$ cat src/rtl/spi_slave_byte.sv
// SPI responder byte engine, CPHA=0, MSB first.
// Every SPI pin is oversampled in the clk domain. Received bytes are pushed
// downstream with a one-cycle wrreq. Transmit bytes come from a show-ahead
// FIFO. A byte is popped only once the master actually clocks its first bit.
module spi_slave_byte #(
    parameter bit CPOL        = 1'b0,
    parameter int SYNC_STAGES = 2
) (
    input  logic       clk,
    input  logic       rst,
    input  logic       n_cs,
    input  logic       sclk,
    input  logic       mosi,
    output logic       miso,
    input  logic       empty,
    input  logic [7:0] data_i,
    output logic       rdreq,
    output logic [7:0] data_o,
    output logic       wrreq,
    output logic       busy,
    output logic       tx_underrun
);

    typedef enum logic {
        ST_IDLE   = 1'b0,
        ST_ACTIVE = 1'b1
    } state_t;

    // Synchroniser chains. Bit 0 is the first stage; the MSB is the usable output.
    logic [SYNC_STAGES-1:0] ncs_pipe_reg;
    logic [SYNC_STAGES-1:0] sclk_pipe_reg;
    logic [SYNC_STAGES-1:0] mosi_pipe_reg;

    logic ncs_sync;
    logic sck_i;
    logic mosi_sync;

    state_t     state_reg,    state_next;
    logic [2:0] bit_cnt_reg,  bit_cnt_next;
    logic [7:0] rx_shift_reg, rx_shift_next;
    logic [7:0] tx_shift_reg, tx_shift_next;
    logic       tx_owned_reg, tx_owned_next;
    logic       sck_prev_reg;
    logic       miso_reg,     miso_next;
    logic       rdreq_reg,    rdreq_next;
    logic       wrreq_reg,    wrreq_next;
    logic [7:0] data_o_reg,   data_o_next;
    logic       underrun_reg, underrun_next;

    logic lead_edge;
    logic trail_edge;
    logic load_tx;

    // Shift the asynchronous SPI pins through the synchroniser stages. Reset loads the idle levels.
    always_ff @(posedge clk or posedge rst) begin
        if (rst) begin
            ncs_pipe_reg  <= {SYNC_STAGES{1'b1}};
            sclk_pipe_reg <= {SYNC_STAGES{CPOL}};
            mosi_pipe_reg <= '0;
        end else begin
            ncs_pipe_reg  <= {ncs_pipe_reg[SYNC_STAGES-2:0], n_cs};
            sclk_pipe_reg <= {sclk_pipe_reg[SYNC_STAGES-2:0], sclk};
            mosi_pipe_reg <= {mosi_pipe_reg[SYNC_STAGES-2:0], mosi};
        end
    end

    assign ncs_sync  = ncs_pipe_reg[SYNC_STAGES-1];
    assign mosi_sync = mosi_pipe_reg[SYNC_STAGES-1];
    // Normalise polarity so a leading edge is always a 0->1 transition of sck_i.
    assign sck_i     = sclk_pipe_reg[SYNC_STAGES-1] ^ CPOL;

    // Edges count only inside an active frame and never in the frame start/end cycle.
    assign lead_edge  = (state_reg == ST_ACTIVE) && !ncs_sync &&  sck_i && !sck_prev_reg;
    assign trail_edge = (state_reg == ST_ACTIVE) && !ncs_sync && !sck_i &&  sck_prev_reg;

    // State register for the frame FSM, the shifters and the registered outputs.
    always_ff @(posedge clk or posedge rst) begin
        if (rst) begin
            state_reg    <= ST_IDLE;
            bit_cnt_reg  <= 3'd0;
            rx_shift_reg <= 8'h00;
            tx_shift_reg <= 8'h00;
            tx_owned_reg <= 1'b0;
            sck_prev_reg <= 1'b0;
            miso_reg     <= 1'b0;
            rdreq_reg    <= 1'b0;
            wrreq_reg    <= 1'b0;
            data_o_reg   <= 8'h00;
            underrun_reg <= 1'b0;
        end else begin
            state_reg    <= state_next;
            bit_cnt_reg  <= bit_cnt_next;
            rx_shift_reg <= rx_shift_next;
            tx_shift_reg <= tx_shift_next;
            tx_owned_reg <= tx_owned_next;
            sck_prev_reg <= sck_i;
            miso_reg     <= miso_next;
            rdreq_reg    <= rdreq_next;
            wrreq_reg    <= wrreq_next;
            data_o_reg   <= data_o_next;
            underrun_reg <= underrun_next;
        end
    end

    // Next-state logic: frame start/end first, then the leading/trailing edge actions.
    always_comb begin
        state_next    = state_reg;
        bit_cnt_next  = bit_cnt_reg;
        rx_shift_next = rx_shift_reg;
        tx_shift_next = tx_shift_reg;
        tx_owned_next = tx_owned_reg;
        rdreq_next    = 1'b0;
        wrreq_next    = 1'b0;
        data_o_next   = data_o_reg;
        underrun_next = 1'b0;
        miso_next     = 1'b0;
        load_tx       = 1'b0;

        case (state_reg)
            ST_IDLE: begin
                if (!ncs_sync) begin
                    state_next   = ST_ACTIVE;
                    bit_cnt_next = 3'd0;
                    load_tx      = 1'b1;
                end
            end
            ST_ACTIVE: begin
                if (ncs_sync) begin
                    // The frame ended, possibly mid-byte. Any partial rx byte is simply dropped.
                    state_next    = ST_IDLE;
                    bit_cnt_next  = 3'd0;
                    tx_owned_next = 1'b0;
                end else if (lead_edge) begin
                    rx_shift_next = {rx_shift_reg[6:0], mosi_sync};
                    bit_cnt_next  = bit_cnt_reg + 3'd1;
                    if (bit_cnt_reg == 3'd0 && tx_owned_reg) begin
                        rdreq_next    = 1'b1;
                        tx_owned_next = 1'b0;
                    end
                    if (bit_cnt_reg == 3'd7) begin
                        data_o_next = {rx_shift_reg[6:0], mosi_sync};
                        wrreq_next  = 1'b1;
                    end
                end else if (trail_edge) begin
                    if (bit_cnt_reg != 3'd0) begin
                        tx_shift_next = {tx_shift_reg[6:0], 1'b0};
                    end else begin
                        load_tx = 1'b1;
                    end
                end
            end
            default: begin
                state_next = ST_IDLE;
            end
        endcase

        // Byte slot start: take the FIFO head if there is one. Do not pop yet.
        if (load_tx) begin
            if (!empty) begin
                tx_shift_next = data_i;
                tx_owned_next = 1'b1;
            end else begin
                tx_shift_next = 8'h00;
                tx_owned_next = 1'b0;
                underrun_next = 1'b1;
            end
        end

        // Drive miso from the upcoming shift value so it settles as early as possible.
        miso_next = !ncs_sync && tx_shift_next[7];
    end

    assign miso        = miso_reg;
    assign rdreq       = rdreq_reg;
    assign wrreq       = wrreq_reg;
    assign data_o      = data_o_reg;
    assign busy        = (state_reg == ST_ACTIVE);
    assign tx_underrun = underrun_reg;

endmodule

$ cat config.mk
export PLATFORM = sky130hd
export DESIGN_NAME = spi_slave_byte
export DESIGN_NICKNAME = d
export VERILOG_FILES = /design/src/rtl/spi_slave_byte.sv
export SDC_FILE = /design/constraint.sdc
export NUM_CORES = 1
export LEC_CHECK = 0
export ABC_AREA = 1
export CORE_MARGIN = 3
export CORE_UTILIZATION = 52
export DETAILED_ROUTE_END_ITERATION = 7
export PLACE_DENSITY = 0.79
export SLEW_MARGIN = 10
export SYNTH_ARGS = -nofsm -noshare
export SYNTH_HDL_FRONTEND = slang
export SYNTH_SLANG_ARGS = --single-unit
$ cat constraint.sdc
create_clock -name clk -period 1.61 [get_ports clk]
set_input_delay 0.2415 -clock clk [delete_from_list [all_inputs] [get_ports clk]]
set_output_delay 0.2415 -clock clk [all_outputs]
set_load 0.005 [all_outputs]
==> results_dict.tcl <==
set metrics [dict create \
    via_per_inst 4.83 \
    synthXorXnorAreaFrac_pct 0 \
    first_iter_violations 51 \
    ys_types 19 \
    crit_chain "clkdlybuf4s50_1" \
    min_period_over_period_pct 94.9 \
    arrival_ps 1290 \
    critPathKind "flip-flop to output port" \
    min_period_ps 1530 \
    ctsLongestPathBuffers 2 \
    cts_tree "done" \
    num_antenna_cells 0 \
    final_common_cell "nand2_1" \
    fp.dieH_um 62.0 \
    clk_pin_slew_worst_paths_ps 110 \
    synth.area.mux_share_pct 0 \
    clock.fmax_mhz 655 \
    slew_violations 0 \
    dieArea_um2 3840 \
    finish.utilization_pct 70.4 \
    grt_max_degree 40 \
    post_cts_buffers 0 \
    power_w 0.00198 \
    synth-simple-area-share_pct 22.6 \
    final_cell_mix "nand2_1 (50), dfrtp_1 (36), clkdlybuf4s50_1 (26)" \
    outcome "finished clean" \
    synthesis.nets 184 \
    cp_slowest_stage_delay_ps 510 \
    max_cap_violations 0 \
    ant_nets 0 \
    core_um2 2880 \
    synth-seq-area-share_pct 60.0 \
    fill_cells 215 \
    ioPinCount 27 \
    wl_met3_um 136 \
    drive_gt1_share_pct 15.0 \
    area_growth_pct 24.3 \
    worst_pin_slew_ps 360 \
    critPathBufInv 1 \
    cts_sinks 39 \
    hold-worst-slack_ps 230 \
    postSynthAreaPerCell_um2 9.76 \
    finalHoldViolCount 0 \
    power_density_nw_per_um2 980 \
    cpMaxStageDelayCell "clkdlybuf4s50_1" \
    ys_ff_latch 39 \
    setup_tns_ps 0 \
    setup_viol 0 \
    hold_class "input port to asynchronous set/reset pin" \
    wirelength_um 2800 \
    routedWlPerCell_um 11.6 \
    worst-path-max-fanout 4 \
    synth_compound_area_share_pct 8.21 \
    finClkSkew_ps 2.55 \
    crit_family "buffers and inverters" \
    drtPass1Iterations 4 \
    rsz0062_at_grt "false" \
    crit_path_start_kind "flip-flop" \
    syn-instance-count 167 \
    initial_utilization_pct 56.7 \
    nets 216 \
    slew_headroom_pct 75.9 \
    die_w_um 62.0 \
    synth-adder-area-share_pct 2.30 \
    rr_worst_depth 9 \
    port_buffers 26 \
    synthesis.area_um2 1630 \
    r2r-start "ncs_pipe_reg[1]$_DFF_PP1_" \
    drt-met1-wl_um 1180 \
    cellLeakagePower_nw 1.01 \
    dp_hpwl_um 2000 \
    synth_top_family_by_area "simple AND/OR/NAND/NOR gates" \
    ir_drop_mv 0.700 \
    grt_overflow 0 \
    grt_pass1_vias 1091 \
    required_ps 1370 \
    r2r_slack_ps 160 \
    clock_latency_ps 350 \
    hold_buffers 0 \
    yosys_warnings 0 \
    grt_pass1_wl_um 4840 \
    gp_congestion 0.901 \
    drc 0 \
    num_vias 1168 \
    root_buffer "clkbuf_4" \
    antenna_found_initial 0 \
    highest_layer "met4" \
    crit_path_end_kind "output port" \
    r2r_end "data_o[7]$_DFFE_PP0P_" \
    htreeDepth 2 \
    track_usage_pct 18.0 \
    cts_buffers 5 \
    fp-row-count 19 \
    route.met2.wl_um 1430 \
]
==> how the worst max path moves through the flow <==
stage                                          from               endpoint  slack [ps]  cells past startpoint
after floorplan           ncs_pipe_reg[1]$_DFF_PP1_  data_o[0]$_DFFE_PP0P_         390                      9
after global placement    ncs_pipe_reg[1]$_DFF_PP1_  data_o[7]$_DFFE_PP0P_         220                      9
after detailed placement  ncs_pipe_reg[1]$_DFF_PP1_  data_o[7]$_DFFE_PP0P_         170                      9
after CTS                            busy$_DFF_PP0_                   busy          10                      1
after global routing                 busy$_DFF_PP0_                   busy           8                      1
final                                busy$_DFF_PP0_                   busy          80                      1
==> area by class of cell <==
type / count / area (um^2) / share of cell area, %
multi-input cells: 104 / 539 / 26.6
inverters: 22 / 87.6 / 4.32
repair buffers: 27 / 280 / 13.8
well taps: 42 / 52.6 / 2.59
clock inverters: 2 / 35.0 / 1.73
flip-flops and latches: 39 / 980 / 48.4
clock buffers: 6 / 51.3 / 2.53
==> repair_timing <==
action | 4_1_cts | 5_1_grt
gates resized for setup | 0 | 1
endpoints found under the setup margin | 0 | 1
endpoints found under the hold margin | 0 | 0
==> power breakdown <==
part           internal (W)  leakage (nW)  switching [W]
sequential          0.00105         0.510      0.0000366
combinational     0.0000872         0.451       0.000122
clock              0.000367        0.0482       0.000321
==> Yosys cell counts <==
library cell	n	area (um^2)
nand2_1	50	188
dfrtp_1	37	926
inv_1	18	67.6
nand3_1	14	70.1
o21ai_0	11	55.1
nor2_1	8	30.0
o21ai_2	7	61.3
nand2_4	4	45.0
ha_1	3	37.5
a21oi_1	2	10.0
dfstp_2	2	52.6
inv_4	2	12.5
nand2_2	2	12.5
nor2_4	2	22.5
buf_12	1	20.0
buf_2	1	5.00
clkinv_1	1	3.75
inv_2	1	3.75
o21bai_1	1	7.51
==> per-layer routing <==
layer,track usage [%],vias to the layer above
li1,-,580
met1,20.4,559
met2,29.6,23
met3,6.82,6
met4,9.09,0
met5,0,-
==> through the flow <==
step,instance area (um^2),setup slack (ps),instances
after CTS,2020,15.0,242
after floorplan,1630,391,167
after detailed placement,1940,175,234
after global routing,2030,7.77,242
after global placement,1940,225,234
final,2030,82.8,242
==> logic make-up (layout without fill, tap and decap cells) <==
kind of cell / after synthesis / in the layout
AOI/OAI and AO/OA: 21 / 21
adders and majority gates: 3 / 3
buffers and inverters: 24 / 57
DFF: 39 / 39
and+or+nand+nor: 80 / 80
(Power assumes the default switching activity.)
